### config.mk
export PLATFORM = sky130hd
export DESIGN_NAME = rop3_req_sched
export DESIGN_NICKNAME = d
export VERILOG_FILES = /design/src/rtl/rop3_pkg.sv /design/src/rtl/rop3_rr_arb2.sv /design/src/rtl/rop3_req_sched.sv
export SDC_FILE = /design/constraint.sdc
export NUM_CORES = 1
export LEC_CHECK = 0
export BUFFER_PORTS_ARGS = -buffer_cell sky130_fd_sc_hd__buf_2
export CORE_MARGIN = 3
export CORE_UTILIZATION = 29
export CTS_BUF_LIST = sky130_fd_sc_hd__clkbuf_4
export DETAILED_ROUTE_END_ITERATION = 7
export PLACE_DENSITY = 0.66
export SETUP_SLACK_MARGIN = 0.4
export SLEW_MARGIN = 20
export SYNTH_ARGS = -nofsm -noshare
export SYNTH_HDL_FRONTEND = slang
export SYNTH_SLANG_ARGS = --single-unit
### constraint.sdc
create_clock -name clk -period 3.7 [get_ports clk]
set_clock_uncertainty 0.05 [all_clocks]
set_input_delay 0.185 -clock clk [delete_from_list [all_inputs] [get_ports clk]]
set_output_delay 0.185 -clock clk [all_outputs]
set_load 0.01 [all_outputs]
### src/rtl/rop3_pkg.sv
// Shared encodings for the ROP3 request scheduler: datapath phases, scheduler
// states and the three operand-copy ROP3 codes.
package rop3_pkg;

  typedef enum logic [1:0] {
    PH_IDLE   = 2'd0,
    PH_LOAD_P = 2'd1,
    PH_LOAD_S = 2'd2,
    PH_LOAD_D = 2'd3
  } phase_e;

  typedef enum logic [2:0] {
    ST_IDLE   = 3'd0,
    ST_LOAD_P = 3'd1,
    ST_LOAD_S = 3'd2,
    ST_LOAD_D = 3'd3,
    ST_WAIT   = 3'd4,
    ST_RESP   = 3'd5
  } sched_state_e;

  localparam logic [7:0] ROP_COPY_P = 8'hF0;
  localparam logic [7:0] ROP_COPY_S = 8'hCC;
  localparam logic [7:0] ROP_COPY_D = 8'hAA;

  localparam int TIMER_W = 4;

endpackage

### src/rtl/rop3_rr_arb2.sv
// Two-way round-robin arbiter: one-hot grant, pointer picks the winner on a tie,
// and the pointer toggles whenever the caller asks it to advance.
module rop3_rr_arb2 (
  input  logic [1:0] i_req,
  input  logic       i_ptr,
  input  logic       i_advance,
  output logic [1:0] o_grant,
  output logic       o_ptr_nxt
);

  always_comb begin
    // NOTE: every output gets a default first so no path through the block can infer a latch.
    o_grant   = 2'b00;
    o_ptr_nxt = i_ptr;
    if (i_req == 2'b11) begin
      o_grant = i_ptr ? 2'b10 : 2'b01;
    end else begin
      o_grant = i_req;
    end
    if (i_advance) begin
      o_ptr_nxt = ~i_ptr;
    end
  end

endmodule

### src/rtl/rop3_req_sched.sv
// Shares one ROP3 datapath between two requesters: round-robin accept, P/S/D
// phase sequencing, result capture and tagged response. Optional WAIT timeout
// is built when ROP3_SCHED_TIMEOUT_EN is defined.
module rop3_req_sched
  import rop3_pkg::*;
#(
  parameter int N       = 8,
  parameter int TIMEOUT = 15
) (
  input  logic           clk,
  input  logic           srst_n,
  input  logic [1:0]     req_valid,
  output logic [1:0]     req_ready,
  input  logic [15:0]    req_mode,
  input  logic [2*N-1:0] req_p,
  input  logic [2*N-1:0] req_s,
  input  logic [2*N-1:0] req_d,
  output logic           rsp_valid,
  input  logic           rsp_ready,
  output logic           rsp_id,
  output logic [N-1:0]   rsp_result,
  output logic           rsp_err,
  output logic [1:0]     dp_phase,
  output logic [N-1:0]   dp_bitmap,
  output logic [7:0]     dp_mode,
  input  logic [N-1:0]   dp_result,
  input  logic           dp_valid
);

  if (TIMEOUT < 1 || TIMEOUT > (1 << TIMER_W)) begin : g_bad_timeout
    $error("TIMEOUT must lie in 1..16 to fit the WAIT timer");
  end

  sched_state_e r_state;
  logic         r_ptr;
  logic         r_id;
  logic [N-1:0] r_s;
  logic [N-1:0] r_d;
  logic [1:0]   w_req;
  logic [1:0]   w_grant;
  logic         w_gid;
  logic         w_accept;
  logic         w_advance;
  logic         w_ptr_nxt;

  // Grants are offered only while idle and never while reset is asserted.
  assign w_req     = (r_state == ST_IDLE && srst_n) ? req_valid : 2'b00;
  assign w_accept  = |w_grant;
  assign w_gid     = w_grant[1];
  assign w_advance = (r_state == ST_RESP) && rsp_ready;
  assign req_ready = w_grant;

  rop3_rr_arb2 u_arb (
    .i_req     (w_req),
    .i_ptr     (r_ptr),
    .i_advance (w_advance),
    .o_grant   (w_grant),
    .o_ptr_nxt (w_ptr_nxt)
  );

  // NOTE: payload registers are always written on accept before being read, so they carry no reset.
  always_ff @(posedge clk) begin
    if (w_accept) begin
      r_id <= w_gid;
      r_s  <= w_gid ? req_s[2*N-1:N] : req_s[N-1:0];
      r_d  <= w_gid ? req_d[2*N-1:N] : req_d[N-1:0];
    end
  end

`ifdef ROP3_SCHED_TIMEOUT_EN
  localparam logic [TIMER_W-1:0] TIMER_LAST = TIMER_W'(TIMEOUT - 1);
  logic [TIMER_W-1:0] r_timer;
  logic               r_err;
  assign rsp_err = r_err;
`else
  assign rsp_err = 1'b0;
`endif

  // NOTE: all state here uses non-blocking assignments so every register samples pre-edge values.
  always_ff @(posedge clk or negedge srst_n) begin
    if (!srst_n) begin
      r_state    <= ST_IDLE;
      r_ptr      <= 1'b0;
      rsp_valid  <= 1'b0;
      rsp_id     <= 1'b0;
      rsp_result <= '0;
      dp_phase   <= PH_IDLE;
      dp_bitmap  <= '0;
      dp_mode    <= '0;
`ifdef ROP3_SCHED_TIMEOUT_EN
      r_timer    <= '0;
      r_err      <= 1'b0;
`endif
    end else begin
      unique case (r_state)
        ST_IDLE: begin
          if (w_accept) begin
            r_state   <= ST_LOAD_P;
            dp_phase  <= PH_LOAD_P;
            dp_bitmap <= w_gid ? req_p[2*N-1:N] : req_p[N-1:0];
            dp_mode   <= w_gid ? req_mode[15:8] : req_mode[7:0];
          end
        end
        ST_LOAD_P: begin
          r_state   <= ST_LOAD_S;
          dp_phase  <= PH_LOAD_S;
          dp_bitmap <= r_s;
        end
        ST_LOAD_S: begin
          r_state   <= ST_LOAD_D;
          dp_phase  <= PH_LOAD_D;
          dp_bitmap <= r_d;
        end
        ST_LOAD_D: begin
          r_state  <= ST_WAIT;
          dp_phase <= PH_IDLE;
        end
        ST_WAIT: begin
          if (dp_valid) begin
            r_state    <= ST_RESP;
            rsp_valid  <= 1'b1;
            rsp_id     <= r_id;
            rsp_result <= dp_result;
`ifdef ROP3_SCHED_TIMEOUT_EN
            r_err      <= 1'b0;
            r_timer    <= '0;
          end else if (r_timer == TIMER_LAST) begin
            r_state    <= ST_RESP;
            rsp_valid  <= 1'b1;
            rsp_id     <= r_id;
            rsp_result <= '0;
            r_err      <= 1'b1;
            r_timer    <= '0;
          end else begin
            r_timer    <= r_timer + 1'b1;
`endif
          end
        end
        ST_RESP: begin
          if (rsp_ready) begin
            r_state   <= ST_IDLE;
            rsp_valid <= 1'b0;
            dp_mode   <= '0;
            r_ptr     <= w_ptr_nxt;
          end
        end
        default: r_state <= ST_IDLE;
      endcase
    end
  end

endmodule
After elaboration in Yosys (flattened, before gate mapping)
Index checks and enable logic that the tools add are counted.
- eq/ne operators: 9
- mux-type cells: 21
- bitwise operators: 1
- reduce and logical (&&, ||, !) cells: 15
- operator list (kind ; count):
    8-bit two-way mux ; 7
    8-bit case mux with 3 select lines ; 1
    3-bit case mux with 6 select lines ; 1
    8-bit case mux with 2 select lines ; 1
    3-bit AND reduction ; 4
    3-bit two-way mux ; 3
    2-bit two-way mux ; 4
    2-bit case mux with 4 select lines ; 1
    3-bit by 2-bit == test with 1-bit output (second input constant) ; 2
    3-bit == test (second input constant) ; 2
    2-bit != test (second input constant) ; 3
    2-bit AND reduction ; 3
    2-bit nonzero test ; 2
    4-bit nonzero test ; 1
    3-bit by 1-bit == test with 1-bit output (second input constant) ; 1
    3-bit zero test ; 1
    3-bit nonzero test ; 1
    2-bit == test (second input constant) ; 1
    1-bit logical AND ; 2
    1-bit two-way mux ; 2
    1-bit case mux with 2 select lines ; 1
    2-bit OR reduction ; 1
    1-bit inverter ; 1
- flip-flop bits (word level): 49
- input port bits: 78
- output and inout port bits: 31
- word-level logic and storage cells: 57

Longest topological paths before layout
Gate-level depths: netlist (run 1).
- depth after elaboration: 8
- depth in mapped cells: 7
- gate-level depth less buffers: 5

Hierarchy
From an unflattened synthesis (run 1), not the netlist that was laid out.
- cells, all modules: 184
- area total of the unflattened synthesis: 2387.3 sq um
- by module, submodules not included (module ; times used ; cells an instance ; area each (sq um) ; seq. area each (sq um)):
    rop3_req_sched ; 1 ; 180 ; 2359.8 ; 1311.3
    rop3_rr_arb2 ; 1 ; 4 ; 27.5 ; 0.0

Least setup slack after synthesis (run 1)
OpenSTA, ideal clock, no wires.
- path type: reg2reg
- from: reg r_state[1]
- to: reg r_d[0], data pin
- setup time: 0.260 ns
- arrival: 1.606 ns
- slack: 1.783 ns
- stages on the path, launching flop included: 8
- path buffers: 3
- period minus slack after synthesis: 1.917 ns
- cell sequence: dfrtp_1 > buf_6 > nor4b_4 > inv_2 > or2_1 > buf_6 > buf_6 > mux2_4
- cells in the longest elaborated chain, start to end: 6
- ends and longest elaborated chain (item ; line ; RTL):
    from (decl) ; rop3_req_sched.sv:34 ; sched_state_e r_state;
    from (signal assigned) ; rop3_req_sched.sv:82 ; r_state <= ST_IDLE;
    from (signal assigned) ; rop3_req_sched.sv:98 ; r_state <= ST_LOAD_P;
    from (signal assigned) ; rop3_req_sched.sv:105 ; r_state <= ST_LOAD_S;
    3-bit zero test (*) ; rop3_req_sched.sv:47 ; assign w_req = (r_state == ST_IDLE && srst_n) ? req_valid : 2'b00;
    1-bit logical AND (*) ; rop3_req_sched.sv:47 ;
    2-bit two-way mux (*) ; rop3_req_sched.sv:47 ;
    2-bit == test ; rop3_rr_arb2.sv:15 ; if (i_req == 2'b11) begin
    2-bit two-way mux (*) ; rop3_rr_arb2.sv:15 ;
    8-bit two-way mux (*) ; rop3_req_sched.sv:66 ; r_d <= w_gid ? req_d[2*N-1:N] : req_d[N-1:0];
    to (signal assigned) ; rop3_req_sched.sv:66 ;
    to (decl) ; rop3_req_sched.sv:38 ; logic [N-1:0] r_d;
Every way passes the cells marked *; elsewhere a longest branch is shown, timed or not.
A chain may end at the register's enable or synchronous reset.

Final worst setup path (run 1)
- from: in srst_n
- to: out req_ready[1]
- cells in the longest elaborated chain, start to end: 4
- ends and longest elaborated chain (item ; line ; RTL):
    from (decl) ; rop3_req_sched.sv:11 ; input logic srst_n,
    1-bit logical AND (*) ; rop3_req_sched.sv:47 ;
    2-bit two-way mux (*) ; rop3_req_sched.sv:47 ;
    2-bit == test ; rop3_rr_arb2.sv:15 ;
    2-bit two-way mux (*) ; rop3_rr_arb2.sv:15 ;
    to (decl) ; rop3_req_sched.sv:13 ; output logic [1:0] req_ready,
Marks and branches as above.

==> results.md, run 1 <==
- Top Layer Used: met4
- Layout cells sized above 1: 49.3%
- Starting Density: 30.5%
- Post-Syn Area: 2420 sq um
- Placed Area: 3020 sq um
- Detail Placement HPWL: 4410 um
- Synth Instances: 186
- Drt drc: 0
- Crit end category: output pin
- CTS H-Tree Depth: 2
- Worst slew pin tran: 943 ps
- WL met3: 430 um
- Startpoint types: input pin
- Largest net degree at the start of global routing: 35
- Clock-pin slew on the worst setup and hold paths: 150 ps
- DRT iter0 DRCs: 92
- Global route overflow: 0
- Cell taking the most area after synthesis: dfrtp_1
- CTS Buf Count: 5
- CP startpoint: srst_n
- CP Class: in -> out
- Routed len/inst: 15.2 um
- Hold_sp: req_mode[14]
- Post-CTS setup buffer count: 0
- Reg-to-reg startpoint: r_state[0]
- Setup TNS: 0 ps
- Slew Limit Fails: 0
- Die height: 97.3 um
- Synth cell count leaders: dfrtp_1, o21ai_0, edfxtp_1
- Max-Cap Viols: 0
- Peak supply drop: 187 uV
- Row Count: 32
- Die ar.: 9470 sq um
- Total track usage: 12.8%
- Vias per cell: 4.79
- Metal2 WL: 3000 um
- Clock Latency Late Sink: 360 ps
- Via Count: 1927
- Syn_area_per_cell: 13.0 sq um
- Post-synthesis cell type count: 34
- Share of the yosys chip area belonging to registers: 54.2%
- Max FO, Critical Path: 34
- First-pass GRT wire length: 9880 um
- Setup violators final: 0
- Root cell of the clock tree: clkbuf_4
- Leak: 1.55 nW
- CP Data Arrival Time: 2500 ps
- HP Class: in -> reg
- Final Cell Area: 3170 sq um
- Top-area cell type share of the netlist area: 33.1%
- # diodes: 0
- Gpl congestion: 0.702
- YS warnings: 0
- Placed insts: 385
- Post-synth ARST share: 65.3%
- Main synth FF type: dfrtp_1
- PD cells: 662 nW/um^2
- Post-route ant nets: 0
- Core footprint: 7930 sq um
- Highest clock rate: 0.365 GHz
- RSZ-0062 raised after global routing: no
- Buffers added on ports: 107
- # nets final: 377
- CTS tree: done
- Top-count cell post-synth: dfrtp_1
- Final min period: 2740 ps
- Reg2reg setup slack: 1150 ps
- Syn_nets: 264
- Area growth from synthesis to layout: 31.0%
- Status: finished clean
- CTS Buffer Depth: 2
- Top post-synthesis cells by area: dfrtp_1, edfxtp_1, mux2_2, mux2i_1, a22o_1
- Initial antenna violation count: 0
- Fin crit share: 74.0%
- Non-filler cells, final: 402
- Worst EP required: 3460 ps
- Vias in the first global route: 1929
- Relative slew slack: 37.1%
- Pre-antenna DRT Iters: 4
- FF+latch count, synth: 49
- Post-synth EDFFs: 17
- DIE WIDTH: 97.3 um
- WL final: 6090 um
- Hold Fails Final Rpt: 0
- M1 wire length: 2620 um
- CTS sink cnt: 49
- Num ports: 109
## sequential cells by signal, summed over array words and instances, names as in the netlist, 2 cells and up
| signal | flops |
|---|---|
| rsp_result | 8 |
| r_d | 8 |
| r_s | 8 |
| r_state | 3 |
| dp_phase | 2 |
| dp_bitmap | 8 |
| dp_mode | 8 |
## critical path: stages
cell	delay, ps
dlygate4sd3_1	520
buf_2	100
buf_4	370
nor4b_4	340
inv_2	60
or2_1	570
inv_1	190
buf_2	150
## what timing repair did
item	CTS	global route
endpoints found under the hold margin	39	1
hold buffers	8	1
gates resized for setup	0	0
setup endpoints to repair	0	0
## path summary, 6_finish.rpt
kind / endpoint / cells past startpoint
setup / recovery: req_ready[1] / 8
hold / removal: dp_mode[6] / 3
setup reg to reg: r_state[0] / 5
hold reg to reg: rsp_id / 1
max in group asynchronous: dp_bitmap[2] / 3
min in group asynchronous: rsp_result[4] / 3
## cells in the final DEF, fill, tap and decap left out, types with 2 or more instances in the layout
cell type and count:
nand2_1 7, mux2_2 16, o21ai_0 20, dlygate4sd3_1 9
clkbuf_4 6, nand3_1 8, clkinv_2 2, nor2_1 2
dfrtp_1 32, buf_2 107, a221oi_1 8, o21ai_2 2
mux2_4 9, edfxtp_1 17, inv_1 4, mux2i_1 16
buf_4 2, a22o_1 16, nor2b_1 2
## metrics by stage
| step | setup WS (ps) | utilization (%) | power (mW) | hold slack [ps] |
|---|---|---|---|---|
| final | 961 | 39.9 | 2.10 | 57.7 |
| after global routing | 720 | 39.9 | 2.26 | 45.4 |
| after CTS | 888 | 39.8 | 2.12 | 0.647 |
| after detailed placement | 1140 | 38.1 | 1.86 | 197 |
| after global placement | 1260 | 38.1 | 1.82 | 191 |
| after floorplan | 1780 | - | 1.54 | -161 |
## per-layer routing
metal,vias up,GRT usage [%]
met2,85,20.8
met5,-,0
met3,7,3.16
met1,902,17.4
li1,933,-
met4,0,2.77
## where the power goes
part           switching [mW]  internal (mW)  total (mW)
Sequential              0.199          0.778       0.978
Combinational           0.433          0.433       0.867
Clock                   0.173         0.0803       0.253
## cells by family (layout without fill, tap and decap cells)
kind of cell / after synthesis / count (layout) / share of synthesized area [%]
compound gates: 51 / 51 / 15.0
flops: 49 / 49 / 54.2
mux: 41 / 41 / 19.7
simple gates: 26 / 26 / 6.63
buf+inv: 17 / 131 / 3.98
other cells: 1 / 1 / 0.155
xor+xnor: 1 / 1 / 0.362
## area by class of cell
class	count	area, sq um
fill	776	4760
sequential	49	1310
multi-input combinational	120	1010
timing repair buffer	118	641
tap	102	128
clock buffer	6	45.0
inverter	5	18.8
clock inverter	2	10.0
(Power assumes the default switching activity.)
==> run 2: changes to the inputs <==
--- a/config.mk
+++ b/config.mk
@@ -10,7 +10,7 @@
 export CORE_UTILIZATION = 29
 export CTS_BUF_LIST = sky130_fd_sc_hd__clkbuf_4
 export DETAILED_ROUTE_END_ITERATION = 7
-export PLACE_DENSITY = 0.66
+export PLACE_DENSITY = 0.68
 export SETUP_SLACK_MARGIN = 0.4
 export SLEW_MARGIN = 20
 export SYNTH_ARGS = -nofsm -noshare
==> constraint.sdc (replaced) <==
create_clock -name clk -period 2.46 [get_ports clk]
set_clock_uncertainty 0.05 [all_clocks]
set_input_delay 0.123 -clock clk [delete_from_list [all_inputs] [get_ports clk]]
set_output_delay 0.123 -clock clk [all_outputs]
set_load 0.01 [all_outputs]
==> run 2 against run 1 <==
  * The run now ends with negative hold slack left
  * Die area stayed put
  * Global-route usage grew 2.2 points
  * Design area rose by 19%
  * Sequential share of layout area decreased by 6.7 points
  * Sequential power increased by 39%
  * Critical path depth decreased by 3
  * Combinational power is 83% higher
  * Worst hold slack got worse by 64 ps
  * Final cell count up 14%
  * Via count is 12% higher
  * Setup slack worse by 420 ps
  * Count of clock-buffer cells in the layout unchanged
  * Critical path type is now reg -> reg
  * Largest power group is now combinational cells
==> results.md, run 2 (synthesized netlist as in run 1, its figures left out) <==
- Status: complete, but fails checks (was finished clean)
- Failing checks: negative hold slack
- Slew Limit Fails: 0 (unchanged)
- Placed insts: 391 (was 385)
- First-pass GRT wire length: 11400 um (was 9880 um)
- Most common cell after layout, fill and taps aside: buf_2 (unchanged)
- Final min period: 1920 ps
- CTS Buf Count: 5 (unchanged)
- Vias in the first global route: 2287 (was 1929)
- Crit end category: flip-flop (was output pin)
- Global route overflow: 0 (unchanged)
- Largest net degree at the start of global routing: 33 (was 35)
- Detail Placement HPWL: 4480 um (was 4410 um)
- # fillers: 733 (was 776)
- Fin crit share: 78.2%
- Area growth from synthesis to layout: 56.2% (was 31.0%)
- Via Count: 2154 (was 1927)
- Leak: 1.82 nW (was 1.55 nW)
- Post-route ant nets: 0 (unchanged)
- Root cell of the clock tree: clkbuf_4 (unchanged)
- DIE WIDTH: 97.3 um (unchanged)
- WL final: 7000 um (was 6090 um)
- Non-filler cells, final: 458 (was 402)
- CTS tree: done (unchanged)
- Hold_sp: req_p[2] (was req_mode[14])
- CP Class: reg -> reg (was in -> out)
- Highest clock rate: 0.520 GHz
- CTS sink cnt: 49 (unchanged)
- HP Class: in -> reg (unchanged)
- Startpoint types: flip-flop (was input pin)
- Clock Latency Late Sink: 380 ps (was 360 ps)
- Starting Density: 30.5% (unchanged)
- Hold depth: 3 (unchanged)
- Peak supply drop: 381 uV (was 187 uV)
- Core footprint: 7930 sq um (unchanged)
- Commonest non-fill, non-tap cells in the layout: buf_2, dlygate4sd3_1, dfrtp_1 (was buf_2, dfrtp_1, o21ai_0)
- Drt drc: 0 (unchanged)
- RR Endpoint: r_d[1] (was r_state[0])
- Worst slew pin tran: 753 ps (was 943 ps)
- Hold Fails Final Rpt: 1 (was 0)
- Initial antenna violation count: 0 (unchanged)
- Layout cells sized above 1: 44.9% (was 49.3%)
- # diodes: 0 (unchanged)
- Num ports: 109 (unchanged)
- Vias per cell: 4.70 (was 4.79)
- Routed len/inst: 15.3 um (was 15.2 um)
- Setup violators final: 0 (unchanged)
- Setup TNS: 0 ps (unchanged)
- Area of the multi-input gates: 1030 sq um (was 1010 sq um)
- R2R depth: 5 (unchanged)
- Pre-antenna DRT Iters: 4 (unchanged)
- Worst EP required: 2550 ps (was 3460 ps)
- Die ar.: 9470 sq um (unchanged)
- PD cells: 915 nW/um^2 (was 662 nW/um^2)
- Hold slack: -6.76 ps (was 57.7 ps)
- Relative slew slack: 49.6% (was 37.1%)
- Gpl congestion: 0.745 (was 0.702)
- Clock-pin slew on the worst setup and hold paths: 160 ps (was 150 ps)
- Buffers added on ports: 107 (unchanged)
- Max FO, Critical Path: 11 (was 34)
- Reg-to-reg startpoint: r_state[1] (was r_state[0])
- Reg2reg setup slack: 540 ps (was 1150 ps)
- Total track usage: 15.0% (was 12.8%)
- DRT iter0 DRCs: 102 (was 92)
- RSZ-0062 raised after global routing: no (unchanged)
- # nets final: 433 (was 377)
- Die height: 97.3 um (unchanged)
- Max-Cap Viols: 0 (unchanged)
- CP startpoint: r_state[1] (was srst_n)
- FF+latch area: 1310 sq um (unchanged)
- Row Count: 32 (unchanged)
- CTS Buffer Depth: 2 (unchanged)
- Hold EP: dp_bitmap[2] (was dp_mode[6])
- CTS H-Tree Depth: 2 (unchanged)
- CP Data Arrival Time: 2010 ps (was 2500 ps)
==> run 2: cell types whose count changed in the layout (fill, tap and decap cells not counted), sizes merged <==
| cell | previous run | this run |
|---|---|---|
| clkinv | 2 | 1 |
| bufinv | 0 | 1 |
| dlygate4sd3 | 9 | 56 |
| buf | 109 | 118 |
==> run 2: cell type report <==
cell class,count,share of cell area (%)
multi-input cells,120,27.2
flip-flops and latches,49,34.7
repair buffers,174,32.0
inverters,5,0.497
well taps,102,3.38
clock inverters,2,1.03
clock buffers,6,1.19
==> run 2: how the worst max path moves through the flow <==
stage	end	slack, ps	cells past startpoint
detailed placement	r_d[2]	310	4
CTS	dp_bitmap[6]	450	4
global route	dp_bitmap[5]	430	5
global placement	r_d[0]	380	4
finish	r_d[1]	540	5
floorplan	r_d[0]	540	7
==> run 2: per-layer routing <==
layer	up-vias	global-route usage (%)	routed length [um]
met1	1019	18.6	2880
li1	1044	-	-
met4	0	5.75	148
met2	78	25.9	3570
met3	13	2.80	402
met5	-	0	0
==> run 2: through the flow <==
stage / util (%) / power, mW / worst slack [ps] / cell area, sq um
after floorplan: - / 2.32 / 543 / 2420
after global placement: 38.8 / 2.82 / 376 / 3080
after detailed placement: 38.8 / 2.89 / 310 / 3080
after CTS: 47.4 / 3.48 / 454 / 3760
after global routing: 47.6 / 3.71 / 433 / 3770
final: 47.6 / 3.45 / 536 / 3770
==> run 2: critical path, stage by stage, from the launching register on <==
cell,delay (ps)
dfrtp_1,440
nor4b_4,360
inv_2,80
or2_4,250
buf_4,200
mux2_4,310
==> run 2: where the power goes <==
| part | switching (mW) | total, mW | internal, mW |
|---|---|---|---|
| Combinational | 0.810 | 1.59 | 0.782 |
| Sequential | 0.190 | 1.36 | 1.17 |
| Clock | 0.272 | 0.499 | 0.228 |
==> run 2: what timing repair did <==
| item | in CTS | in global routing |
|---|---|---|
| pin swaps | 1 | 0 |
| hold endpoints to repair | 66 | 0 |
| resized for setup | 2 | 3 |
| setup buffers | 2 | 0 |
| hold buffers | 57 | 0 |
| setup endpoints to repair | 17 | 9 |
| gates cloned | 0 | 0 |
==> run 3: changes to the inputs <==
==> constraint.sdc (replaced) <==
create_clock -name clk -period 1.7 [get_ports clk]
set_clock_uncertainty 0.05 [all_clocks]
set_input_delay 0.085 -clock clk [delete_from_list [all_inputs] [get_ports clk]]
set_output_delay 0.085 -clock clk [all_outputs]
set_load 0.01 [all_outputs]
==> run 3 against run 2 <==
  * The run ends with negative hold slack, negative setup slack left
  * Setup slack worse by 780 ps
  * Die area stayed put
  * Count of clock-buffer cells in the layout stayed put
  * Core utilization is 8.8 points higher
  * Clock power is 41% higher
  * Sequential power is 49% higher
  * Register-to-register slack worse by 780 ps
  * Flip-flop and latch count stayed put
==> results.md, run 3 (synthesized netlist as in run 1, its figures left out) <==
- Clock Latency Late Sink: 370 ps (was 380 ps)
- Buffers added on ports: 107 (unchanged)
- CP Class: reg -> reg (unchanged)
- Relative slew slack: 62.2% (was 49.6%)
- Vias in the first global route: 2519 (was 2287)
- Vias per cell: 4.72 (was 4.70)
- Global Route met3 Usage: 4.02% (was 2.80%)
- # nets final: 477 (was 433)
- Hold Fails Final Rpt: 1 (unchanged)
- Via Count: 2368 (was 2154)
- Fin crit share: 114% (was 78.2%)
- Root cell of the clock tree: clkbuf_4 (unchanged)
- Detail Placement HPWL: 4560 um (was 4480 um)
- Startpoint types: flip-flop (unchanged)
- CTS tree: done (unchanged)
- Gpl congestion: 0.747 (was 0.745)
- Failing checks: negative hold slack, negative setup slack (was negative hold slack)
- FF+latch area: 1310 sq um (unchanged)
- Die height: 97.3 um (unchanged)
- Num ports: 109 (unchanged)
- Routed len/inst: 16.3 um (was 15.3 um)
- RSZ-0062 raised after global routing: yes (was no)
- Hold slack: -17.1 ps (was -6.76 ps)
- HP Class: in -> reg (unchanged)
- Core footprint: 7930 sq um (unchanged)
- Slew Limit Fails: 0 (unchanged)
- Die ar.: 9470 sq um (unchanged)
- Met2 Use GR: 30.9% (was 25.9%)
- Area of the multi-input gates: 1200 sq um (was 1030 sq um)
- Area growth from synthesis to layout: 85.0% (was 56.2%)
- DIE WIDTH: 97.3 um (unchanged)
- Util after Layout: 56.4% (was 47.6%)
- CTS sink cnt: 49 (unchanged)
- Largest net degree at the start of global routing: 19 (was 33)
- Drt drc: 0 (unchanged)
- Max FO, Critical Path: 4 (was 11)
- Global route overflow: 0 (unchanged)
- Crit end category: flip-flop (unchanged)
- Max-Cap Viols: 0 (unchanged)
- Busiest grt layer: met2 (unchanged)
- CP Data Arrival Time: 2040 ps (was 2010 ps)
- CTS Buffer Depth: 2 (unchanged)
- Commonest non-fill, non-tap cells in the layout: buf_2, dlygate4sd3_1, dfrtp_1 (unchanged)
- Row Count: 32 (unchanged)
- Worst slew pin tran: 565 ps (was 753 ps)
- Final worst slack: -241 ps (was 536 ps)
- Initial antenna violation count: 0 (unchanged)
- Setup violators final: 18 (was 0)
- M1 GR Usage: 19.1% (was 18.6%)
- Starting Density: 30.5% (unchanged)
- Status: complete, but fails checks (unchanged)
- Highest clock rate: 0.515 GHz (was 0.520 GHz)
- First-pass GRT wire length: 12600 um (was 11400 um)
- # fillers: 659 (was 733)
- Leak: 2.14 nW (was 1.82 nW)
- Pre-antenna DRT Iters: 4 (unchanged)
- # diodes: 0 (unchanged)
- Peak supply drop: 593 uV (was 381 uV)
- Post-route ant nets: 0 (unchanged)
- DRT iter0 DRCs: 69 (was 102)
- Final min period: 1940 ps (was 1920 ps)
- Clock-pin slew on the worst setup and hold paths: 150 ps (was 160 ps)
- CTS Buf Count: 5 (unchanged)
- Most common cell after layout, fill and taps aside: buf_2 (unchanged)
- Total track usage: 16.6% (was 15.0%)
- Worst EP required: 1800 ps (was 2550 ps)
- CTS H-Tree Depth: 2 (unchanged)
- PD cells: 1350 nW/um^2 (was 915 nW/um^2)
- Layout cells sized above 1: 52.5% (was 44.9%)
- WL final: 8170 um (was 7000 um)
==> run 3: cell types whose count changed in the layout (fill, tap and decap cells not counted), sizes merged <==
cell,delta
buf,+24
clkinv,+1
bufbuf,+2
inv,-1
dlygate4sd3,+18
==> run 3: worst max-delay path, stage by stage, from the launching register on <==
cell and delay (ps):
dfrtp_1 460, nor4b_4 320, inv_2 60, or2_4 270, bufbuf_16 280, mux2_4 290
==> run 3: path summary, 6_finish.rpt <==
path                                end  cells past startpoint  slack [ps]  startpoint
min in group asynchronous    r_state[0]                      3         250      srst_n
min reg2reg                      rsp_id                      1         460        r_id
max reg2reg                      r_s[5]                      5        -240  r_state[1]
max                              r_s[5]                      5        -240  r_state[1]
max in group asynchronous  dp_bitmap[1]                      3        1150      srst_n
min                        dp_bitmap[0]                      3         -20    req_p[0]
==> run 3: cell type report <==
cell class	count	share of cell area [%]
inverter	5	0.588
clock buffer	6	1.01
timing repair buffer	218	38.6
multi-input combinational	120	26.8
clock inverter	2	0.783
tap	102	2.85
sequential	49	29.3
==> run 3: routing by layer <==
metal,wire length (um),vias to the layer above
li1,-,1142
met1,3250,1131
met2,4370,83
met3,460,12
met4,91,0
met5,0,-
==> run 3: timing repair <==
item / CTS / global route
resized for setup: 18 / 63
endpoints found under the hold margin: 74 / 1
pin swaps: 1 / 11
buffers inserted: 5 / 9
hold buffers: 72 / 2
cloned: 5 / 1
endpoints found under the setup margin: 66 / 67
==> run 3: metrics by stage <==
step | power [mW] | setup TNS [ps] | instances | instance area [sq um] | setup slack [ps]
2_1_floorplan | 3.38 | -1920 | 186 | 2430 | -195
3_3_place_gp | 4.19 | -1520 | 400 | 3170 | -82.0
3_5_place_dp | 4.27 | -2800 | 400 | 3170 | -180
4_1_cts | 5.40 | -4430 | 490 | 4170 | -257
5_1_grt | 6.39 | -5490 | 502 | 4470 | -307
6_report | 6.03 | -3890 | 502 | 4470 | -241
==> run 3: where the power goes <==
part | internal, mW | switching [mW] | leakage (nW)
logic | 1.80 | 1.49 | 1.55
registers | 1.70 | 0.332 | 0.546
clock network | 0.325 | 0.379 | 0.0456
